**config.mk**
```make
export PLATFORM = sky130hd
export DESIGN_NAME = reg_wb_arbiter
export DESIGN_NICKNAME = d
export VERILOG_FILES = /design/src/rtl/reg_wb_arbiter.sv
export SDC_FILE = /design/constraint.sdc
export NUM_CORES = 1
export LEC_CHECK = 0
export CORE_MARGIN = 4
export CORE_UTILIZATION = 58
export DETAILED_ROUTE_END_ITERATION = 8
export PLACE_DENSITY = 0.94
export SYNTH_ARGS = -nofsm -noshare
export SYNTH_HDL_FRONTEND = slang
export SYNTH_SLANG_ARGS = --single-unit
```
**constraint.sdc**
```tcl
create_clock -name clock -period 3.91 [get_ports clock]
set_input_delay 0.782 -clock clock [delete_from_list [all_inputs] [get_ports clock]]
set_output_delay 0.782 -clock clock [all_outputs]
set_load 0.05 [all_outputs]
```
**src/rtl/reg_wb_arbiter.sv**
```systemverilog
// Write-side front end of the integer register file.
// Merges single-cycle pipeline writebacks with buffered long-latency results onto the single
// write port, and tracks outstanding long-latency destinations for decode hazard stalls.
// Optional build macro: WB_BYPASS_EN (lets a long-latency result write straight through when
// the FIFO is empty and the pipeline slot is idle).
module reg_wb_arbiter #(
   parameter int unsigned DEPTH      = 4,
   parameter int unsigned STARVE_MAX = 8
) (
   input  logic        clock,
   input  logic        reset,
   input  logic        pipe_wr_en,
   input  logic [4:0]  pipe_wr_addr,
   input  logic [31:0] pipe_wr_data,
   input  logic        lu_valid,
   output logic        lu_ready,
   input  logic [4:0]  lu_addr,
   input  logic [31:0] lu_data,
   input  logic        issue_en,
   input  logic [4:0]  issue_addr,
   input  logic [4:0]  chk_addr1,
   input  logic [4:0]  chk_addr2,
   output logic        hazard_stall,
   output logic        wb_bubble_req,
   output logic        rf_regwrite,
   output logic [4:0]  rf_write_reg,
   output logic [31:0] rf_write_data,
   output logic [31:0] pending
);

   localparam int unsigned AW = $clog2(DEPTH);
   localparam int unsigned CW = $clog2(STARVE_MAX + 1);

   logic [4:0]    addr_q [DEPTH];
   logic [31:0]   data_q [DEPTH];
   logic [AW-1:0] wr_ptr_q, rd_ptr_q;
   logic [AW:0]   count_q, count_d;
   logic [CW-1:0] starve_q, starve_d;
   logic          bubble_q;
   logic [31:0]   pending_q, pending_d;

   logic          full, empty, bypass, push, pop;
   logic          commit;
   logic [4:0]    commit_addr;

   assign full     = (count_q == (AW+1)'(DEPTH));
   assign empty    = (count_q == '0);
   // Ready depends only on registered occupancy: a same-cycle pop never frees a slot early.
   assign lu_ready = !full;

`ifdef WB_BYPASS_EN
   assign bypass = empty && !pipe_wr_en && lu_valid && (lu_addr != 5'd0);
`else
   assign bypass = 1'b0;
`endif

   // Writes to x0 complete the handshake but are dropped; bypassed results skip the FIFO.
   assign push = lu_valid && lu_ready && (lu_addr != 5'd0) && !bypass;
   assign pop  = !pipe_wr_en && !empty;

   // Write-port priority: pipeline, then FIFO head, then (optional) direct bypass.
   always_comb begin
      rf_regwrite   = 1'b0;
      rf_write_reg  = 5'd0;
      rf_write_data = 32'd0;
      commit        = 1'b0;
      commit_addr   = 5'd0;
      if (pipe_wr_en) begin
         rf_regwrite   = 1'b1;
         rf_write_reg  = pipe_wr_addr;
         rf_write_data = pipe_wr_data;
      end else if (!empty) begin
         rf_regwrite   = 1'b1;
         rf_write_reg  = addr_q[rd_ptr_q];
         rf_write_data = data_q[rd_ptr_q];
         commit        = 1'b1;
         commit_addr   = addr_q[rd_ptr_q];
      end else if (bypass) begin
         rf_regwrite   = 1'b1;
         rf_write_reg  = lu_addr;
         rf_write_data = lu_data;
         commit        = 1'b1;
         commit_addr   = lu_addr;
      end
   end

   // Scoreboard next state: clear on commit first so a same-cycle issue wins.
   always_comb begin
      pending_d = pending_q;
      if (commit) begin
         pending_d[commit_addr] = 1'b0;
      end
      if (issue_en && (issue_addr != 5'd0)) begin
         pending_d[issue_addr] = 1'b1;
      end
      pending_d[0] = 1'b0;
   end

   // Occupancy and starvation counter next state.
   always_comb begin
      count_d  = count_q + (AW+1)'(push) - (AW+1)'(pop);
      starve_d = starve_q;
      if (empty || commit) begin
         starve_d = '0;
      end else if (pipe_wr_en && (starve_q != CW'(STARVE_MAX))) begin
         starve_d = starve_q + CW'(1);
      end
   end

   // FIFO storage and pointers.
   always_ff @(posedge clock or negedge reset) begin
      if (!reset) begin
         for (int unsigned i = 0; i < DEPTH; i++) begin
            addr_q[i] <= 5'd0;
            data_q[i] <= 32'd0;
         end
         wr_ptr_q <= '0;
         rd_ptr_q <= '0;
         count_q  <= '0;
      end else begin
         if (push) begin
            addr_q[wr_ptr_q] <= lu_addr;
            data_q[wr_ptr_q] <= lu_data;
            wr_ptr_q         <= wr_ptr_q + AW'(1);
         end
         if (pop) begin
            rd_ptr_q <= rd_ptr_q + AW'(1);
         end
         count_q <= count_d;
      end
   end

   // Scoreboard, starvation counter and registered bubble request.
   always_ff @(posedge clock or negedge reset) begin
      if (!reset) begin
         pending_q <= 32'd0;
         starve_q  <= '0;
         bubble_q  <= 1'b0;
      end else begin
         pending_q <= pending_d;
         starve_q  <= starve_d;
         bubble_q  <= (starve_q == CW'(STARVE_MAX));
      end
   end

   assign pending       = pending_q;
   assign wb_bubble_req = bubble_q;
   assign hazard_stall  = ((chk_addr1 != 5'd0) && pending_q[chk_addr1]) ||
                          ((chk_addr2 != 5'd0) && pending_q[chk_addr2]);

endmodule

```
==> metrics.yaml <==
synth_top_family_by_area: "multiplexers"
async_flop_share_pct: 100.0
cpPeakStageDelay_ns: 0.59
vias: 6441
timing.rr.end: "count_q[2]"
coreArea_sq_um: 16580
drive_above_1_share_pct: 35.29
clk_pin_slew_ns: 0.07
htree_num_levels: 4
place_congestion: 0.9220
synth_xor_area_share_pct: 0.7120
cp_data_required_time_ns: 3.13
worst_pin_slew_ns: 0.8073
muxShareOfSynthArea_pct: 33.58
gr-total-overflow: 0
grt_pass1_vias: 6928
antenna_found_initial: 1
fin_cells: 1039
cts_setup_buffers: 0
drt_iter0_markers: 594
clkLatencyLatePin_ns: 0.43
critPathKind: "in -> out"
worstSetupEndpointType: "output pin"
finalClockSkew_ns: 0.007704
reg2reg_from: "count_q[1]"
fp.dieH_um: 138.3
period_share_pct: 94.19
status: "completed"
yosys.cell_count.top_type: "dfrtp_1"
cts_buffers: 17
ys_seq_area_share_pct: 48.57
top_level_ports: 167
synth-simple-area-share_pct: 4.425
setup_violations: 0
synth_edf_count: 0
netlist_top_cells_count: "dfrtp_1, mux2_4, o21ai_0"
synth_nets: 744
layout_setup_ws_ns: 0.2271
drc: 0
dp.final_hpwl_um: 16280
maxSlewHeadroom_pct: 46.18
grt_use_total_pct: 25.44
avgRoutedWirePerCell_um: 22.95
p_leak_nw: 5.421
p_per_area_nw_per_um2: 930.7
die_area_sq_um: 19110
yosys_most_used_dff: "dfrtp_1"
cts_resized: 0
syn_area_sq_um: 9841
peakVddDrop_mv: 0.5964
clockBufferDepth: 2
worst_path_max_delay_cell: "clkdlybuf4s50_1"
via_per_inst: 6.199
initial_core_util_pct: 59.34
finalHoldViolations: 0
dr.pass1.iters: 5
r2r_slack_ns: 1.37
synth_compound_area_share_pct: 7.540
cts_root_buf: "clkbuf_16"
place_ws_ns: 0.2345
synth_cell_type_count: 48
crit_fanout: 5
routed_wl_um: 23850
fmax_ghz: 0.2715
avgSynthCellArea_sq_um: 15.35
areaGrowthSynthToFinish_pct: 22.72
p_total_w: 0.01124
r2r.worst_path.cells: 7
postSynthCellCount: 641
synth_top_cell_by_area: "dfrtp_1"
rows: 47
grt_first_pass_wirelength_um: 38850
layout.nets: 909
slew_viol_final: 0
synth-seq-cells: 191
post-route-min-period_ns: 3.683
synthAdderAreaFrac_pct: 1.221
crit_top_cell: "buf_4"
synth_top_area_share_pct: 48.57
yosysWarnings: 0
hold_buffers: 0
die_x_um: 138.3
rsz0062_at_grt: "false"
start_kind: "input port"
grt_max_degree: 88
antennaDiodeCount: 0
synthTopCellsByArea: "dfrtp_1, mux2_4, mux4_2, mux2_2, a22o_1"
crit_arrival_ns: 2.90
min_path_type: "in -> async"
fin_setup_tns_ns: 0
antenna_violating_nets_post_route: 0
io_buffers: 165
tritoncts: "built"
maxCapViolations: 0
cts_sinks: 191
dpl.cell_count: 1007
cp_cell_sequence: "clkdlybuf4s50_1, buf_4, mux4_2, o32ai_1, a211oi_1, and3_1, a211o_1, buf_4"
## placed cells by master (no fill, tap or decap), drive strengths merged, types with 2 or more instances in the layout
cell type      netlist  layout
dfrtp              191     191
mux2               149     149
clkdlybuf4s50        0     132
o21ai               62      62
mux4                50      50
buf                 20      50
a22o                36      36
clkbuf              16      25
nand2               21      21
nor2                12      12
inv                  9       9
nand3b               8       8
ha                   8       8
nand3                6       6
xnor2                5       5
nand2b               5       5
mux2i                5       5
nor3                 4       4
clkinv               0       4
or3b                 3       3
nor2b                3       3
xor2                 3       3
a21oi                3       3
o211ai               2       2
clkinvlp             0       2
## cell type report
type / instances / area [sq um]
Tap cell: 220 / 275.3
Multi-Input combinational cell: 405 / 4683
Fill cell: 1055 / 4507
Inverter: 9 / 33.78
Clock inverter: 7 / 76.32
Sequential cell: 191 / 4782
Clock buffer: 25 / 515.5
Timing Repair Buffer: 182 / 1710
## report_power, final
part	switching (W)	internal, W
Clock	0.000732	0.000984
Sequential	0.000779	0.00298
Combinational	0.00286	0.00290
Total	0.00437	0.00687
## flip-flops by register name, indices dropped and copies added (netlist names)
signal / flops
rd_ptr_q: 2
wr_ptr_q: 2
starve_q: 4
pending: 31
count_q: 3
wb_bubble_req: 1
data_q: 128
addr_q: 20
## cell families (layout without fill, tap and decap cells)
family	Yosys count	after routing
other	1	1
buffers and inverters	45	223
adder cells (fa/ha/maj)	9	9
flip-flops	191	191
AO/OA/AOI/OAI	113	113
multiplexers	204	204
XOR/XNOR	8	8
AND/OR/NAND/NOR	70	70
## worst max path at each step
stage	start	endpoint	slack, ns	cells past startpoint
finish	chk_addr2[0]	hazard_stall	0.23	8
detailed placement	chk_addr2[3]	hazard_stall	0.23	7
global route	chk_addr2[3]	hazard_stall	0.13	7
global placement	chk_addr2[0]	hazard_stall	0.28	8
CTS	chk_addr2[3]	hazard_stall	0.22	7
floorplan	chk_addr2[3]	hazard_stall	0.76	6
## critical path: cells and delay by family
family                 cells  cell delay [ns]
and+or+nand+nor            1             0.16
buffers and inverters      3             0.97
AOI/OAI and AO/OA          3             0.49
muxes                      1             0.49
## metrics by stage
step	hold WS (ns)	area (sq um)	utilization (%)
2_1_floorplan	0.4738	9841	-
3_3_place_gp	0.4817	11480	69.25
3_5_place_dp	0.4876	11480	69.25
4_1_cts	0.4300	12080	72.82
5_1_grt	0.4693	12080	72.82
6_report	0.4101	12080	72.82
## metal layers
metal | up-vias | track usage, % | share of wire (%)
met5 | - | 0 | 0.055
met4 | 2 | 7.436 | 1.9
met3 | 49 | 5.628 | 7.2
met2 | 314 | 42.37 | 50
met1 | 3329 | 34.01 | 41
li1 | 2747 | - | -
(Power assumes the default switching activity.)
==> patch 1 (same flow settings) <==
`pending_q` no longer has a reset.
--- a/src/rtl/reg_wb_arbiter.sv
+++ b/src/rtl/reg_wb_arbiter.sv
@@ -133,14 +133,16 @@
    // Scoreboard, starvation counter and registered bubble request.
    always_ff @(posedge clock or negedge reset) begin
       if (!reset) begin
-         pending_q <= 32'd0;
          starve_q  <= '0;
          bubble_q  <= 1'b0;
       end else begin
-         pending_q <= pending_d;
          starve_q  <= starve_d;
          bubble_q  <= (starve_q == CW'(STARVE_MAX));
       end
+   end
+
+   always_ff @(posedge clock) begin
+      pending_q <= pending_d;
    end
 
    assign pending       = pending_q;
Behaviour: not the same (Yosys sat finds a counterexample within 4 cycles, from zero or initial values and one cycle with reset low).
==> patch 1 against the original RTL <==
Synthesized area down 1.6%; design area hardly changed; via count increased by 2.6%; power grew 4.2%; sequential power grew 3%; global-route usage grew 3.1 points; sequential cell count is the same; hold slack lost 0.0029 ns; setup slack improved by 0.0016 ns; wire length increased by 10%; non-clock buffer count decreased by 4; critical path type unchanged; highest routed layer is now met4.
==> patch 1: results (changes against the original RTL) <==
Parameter                              Value

Setup path
  R2r setup slk    1.06 ns (-0.31 ns)
  Largest stage delay on the critical path    0.64 ns (+0.05 ns)
  Reg2Reg Capture Point    count_q[2]

Clock network
  Root cell of the clock tree    sky130_fd_sc_hd__clkbuf_16
  Num Clock Sinks    191 (unchanged)

GRT
  Number of antenna violations at the first check in global routing    0 (-1)
  Wire length of the first global-routing pass    40500 µm (+4.2%)
  Largest net degree at the start of global routing    102 (+16%)
  Combined global-route utilization of all metal layers    28.49% (+3.1 points)
  Vias in the first global route    7153 (+3.2%)

Synth
  Commonest cells in the netlist    sky130_fd_sc_hd__dfrtp_1 (160), sky130_fd_sc_hd__mux2_4 (120), sky130_fd_sc_hd__o21ai_0 (61)
  Warning count from the yosys run    0 (unchanged)
  Synth top area cells    sky130_fd_sc_hd__dfrtp_1 (41%), sky130_fd_sc_hd__mux2_4 (19%), sky130_fd_sc_hd__mux4_2 (12%)
  Sequential-to-total area share from yosys stat    47.75% (-0.82 points)
  Number of distinct library cells after synthesis    50 (+4.2%)
  Fraction of registers with async set or reset after synthesis    83.77% (-16 points)

STA
  Worst slew margin relative to its limit    33.65% (-13 points)
  Clock Skew    0.01183 ns (+0.004126 ns)
  Final setup violation count    0 (unchanged)

Routing
  Detail-routed via count per cell    6.409 (+3.4%)
  Aggregate routed wire length    26220 µm (+10%)
  Violation count after the first detailed-routing iteration    526 (-11%)

Final layout
  Final net count    905 (-0.44%)
  Antenna diode count    0 (unchanged)
  Area of all sequential standard cells    4627 µm² (-3.2%)
  Proportion of layout cells with a drive suffix above 1    35.83% (+0.54 points)
  Clock distribution area overhead in the final layout    5.012% (+0.11 points)
  Largest reg by FF count    data_q
  Total of clock buffers placed in the layout    19 (-24%)
  Non-clock buffering overhead    15.42% (+1.3 points)
  Fill cell total of the finished layout    887 (-16%)
  Largest cell class by area    multi-input combinational cells
  Nonclk buf count    178 (-2.2%)

Placed design
  I/O Buffers    165 (unchanged)
  Last weighted congestion value of the routability-driven placer    0.9416 (+2.1%)
  Half-perimeter wire length after placement    17210 µm (+5.7%)

Power
  Power in sequential cells    3.89 mW (+3%)
  Max VDD drop    664.8 µV (+11%)
  Cell internal pwr    7.083 mW (+3.2%)
  Clock network power    1.79 mW (+4%)
  Relative contribution of sequential cells to total power    33.2% (-0.3 points)

Min path
  Class of the tightest hold or removal check    in -> async

Outcome
  Run status    completed
[patch 1: stage by stage]
stage	setup slack, ns	cell area, µm²	std cells	hold WS, ns	util (%)
floorplan	0.7637	9686	641	0.4738	-
global placement	0.2457	11480	999	0.4814	71.22
detailed placement	0.2424	11480	999	0.4902	71.22
CTS	0.2292	12080	1031	0.4742	74.98
global route	0.08921	12080	1031	0.4883	74.98
finish	0.2286	12080	1031	0.4072	74.98
[patch 1: metal layers]
layer	vias up	share of wire [%]	wire length, µm	GRT usage [%]
li1	2746	-	-	-
met3	71	7.4	1940	5.771
met1	3429	38	10070	35.49
met2	362	51	13360	49.16
met4	0	3.2	851	11.09
met5	-	0	0	0
[patch 1: logic make-up after synthesis]
group | synth area share (%)
mux | 34.12
flops | 47.75
compound gates | 7.660
simple gates | 4.496
buf+inv | 3.979
fa+ha+maj | 1.240
xor+xnor | 0.7234
other cells | 0.03872
==> patch 2 (same flow settings) <==
Without the edit above. The option `WB_BYPASS_EN` is turned on by a define.
--- a/src/rtl/reg_wb_arbiter.sv
+++ b/src/rtl/reg_wb_arbiter.sv
@@ -3,6 +3,8 @@
 // write port, and tracks outstanding long-latency destinations for decode hazard stalls.
 // Optional build macro: WB_BYPASS_EN (lets a long-latency result write straight through when
 // the FIFO is empty and the pipeline slot is idle).
+`define WB_BYPASS_EN
+
 module reg_wb_arbiter #(
    parameter int unsigned DEPTH      = 4,
    parameter int unsigned STARVE_MAX = 8
Behaviour: not the same (a bounded check fails within 4 cycles, from zero or initial values and one cycle with reset low).
==> patch 2 against the original RTL <==
Wire length grew 4.5%; design area is 2.2% higher; sequential cell count stayed put; maximum frequency decreased by 2.4%; clock power is 2% higher; global-route usage is 0.52 points higher; via count up 14%; die area is 1.5% higher; count of clock-buffer cells in the layout shrank 3; synthesized area increased by 1.6%; critical path depth stayed put; setup slack got worse by 0.092 ns; power shrank 1.7%; highest routed layer is now met4; largest cell class is now multi-input combinational cells.
==> patch 2: results (changes against the original RTL) <==
Parameter                              Value

Outcome
  Run status    completed

Placed design
  Half-perimeter wire length after placement    17080 µm (+4.9%)
  Total placed cells including tap cells    1141 (+13%)
  Placed standard-cell area    11740 µm² (+2.3%)
  Last weighted congestion value of the routability-driven placer    0.8578 (-7.0%)
  Post-Place Setup Slack    0.2393 ns (+0.004724 ns)

Routing
  Detailed route wirelength on metal3    1737 µm (+1.8%)
  Highest metal used    met4
  Routed vias    7340 (+14%)
  Violation count after the first detailed-routing iteration    619 (+4.2%)
  DRT met1 WL    9573 µm (-1.2%)
  Aggregate routed wire length    24930 µm (+4.5%)
  Met2 routed wirelength    12860 µm (+7.3%)

Setup path
  Slowest stage cell on the critical path    sky130_fd_sc_hd__or4_1
  Data arrival time of the worst path    2.99 ns (+0.09 ns)
  Largest stage delay on the critical path    0.53 ns (-0.06 ns)
  R2r setup slk    0.99 ns (-0.38 ns)
  Maximum fanout along the worst path    32 (+27)

STA
  Hold Worst Slack    0.3637 ns (-0.04643 ns)
  Maximum frequency from static timing analysis    264.9 MHz (-2.4%)

Final layout
  Final net count    1043 (+15%)
  Proportion of layout cells with a drive suffix above 1    18.15% (-17 points)
  Final std cells w/o fill    1173 (+13%)

Power
  Switch Pwr    4.570 mW (+4.5%)
  Max VDD drop    582.6 µV (-2.3%)

GRT
  Largest net degree at the start of global routing    90 (+2.3%)
  Number of antenna violations at the first check in global routing    0 (-1)
  Combined global-route utilization of all metal layers    25.96% (+0.52 points)
  Vias in the first global route    7917 (+14%)
  Wire length of the first global-routing pass    40450 µm (+4.1%)

Synth
  Syn Area/Cell    12.69 µm² (-17%)
  Commonest cells in the netlist    sky130_fd_sc_hd__dfrtp_1 (191), sky130_fd_sc_hd__mux2_1 (145), sky130_fd_sc_hd__nand2_1 (64)
  Warning count from the yosys run    0 (unchanged)
  Sequential-to-total area share from yosys stat    47.79% (-0.78 points)
  Synth top area cells    sky130_fd_sc_hd__dfrtp_1 (48%), sky130_fd_sc_hd__mux2_1 (16%), sky130_fd_sc_hd__mux4_2 (12%)
  Synth Net Count    891 (+20%)
-- patch 2: power by group through the flow --
stage               clock [mW]  combinational (mW)  sequential [mW]
floorplan                    0                3.67             3.93
global placement             0                5.31             3.65
global route              1.87                5.88             3.88
finish                    1.76                5.54             3.75
detailed placement           0                5.50             3.75
CTS                       1.78                5.55             3.75
-- patch 2: kinds of logic (layout without fill, tap and decap cells) --
group	after synthesis	after routing	share of synthesized area, %
mux	214	214	30.19
compound gates	142	142	8.070
fa+ha+maj	9	9	1.201
other cells	1	1	0.03750
buf+inv	66	231	3.753
xor+xnor	8	8	0.7006
flops	191	191	47.79
simple gates	157	157	8.257
-- patch 2: cell type report --
| class | count | area, µm² |
|---|---|---|
| Fill cell | 1039 | 4415 |
| Sequential cell | 191 | 4782 |
| Timing Repair Buffer | 187 | 1778 |
| Tap cell | 220 | 275.3 |
| Clock inverter | 10 | 136.4 |
| Inverter | 12 | 45.04 |
| Clock buffer | 22 | 464.2 |
| Multi-Input combinational cell | 531 | 4863 |
-- patch 2: path summary, 6_finish.rpt --
path / endpoint / from / depth (start not counted)
min in group clock: data_q[47] / data_q[47] / 1
setup / recovery: rf_write_data[25] / lu_addr[0] / 8
setup reg to reg: count_q[2] / count_q[2] / 8
hold / removal: data_q[52] / reset / 1
max in group asynchronous: rd_ptr_q[1] / reset / 2
hold reg to reg: data_q[47] / data_q[47] / 1
-- patch 2: routing by layer --
layer	vias to the layer above	GRT usage [%]
met4	0	10.87
met5	-	0
met1	3697	31.54
li1	3235	-
met3	68	5.935
met2	340	44.83
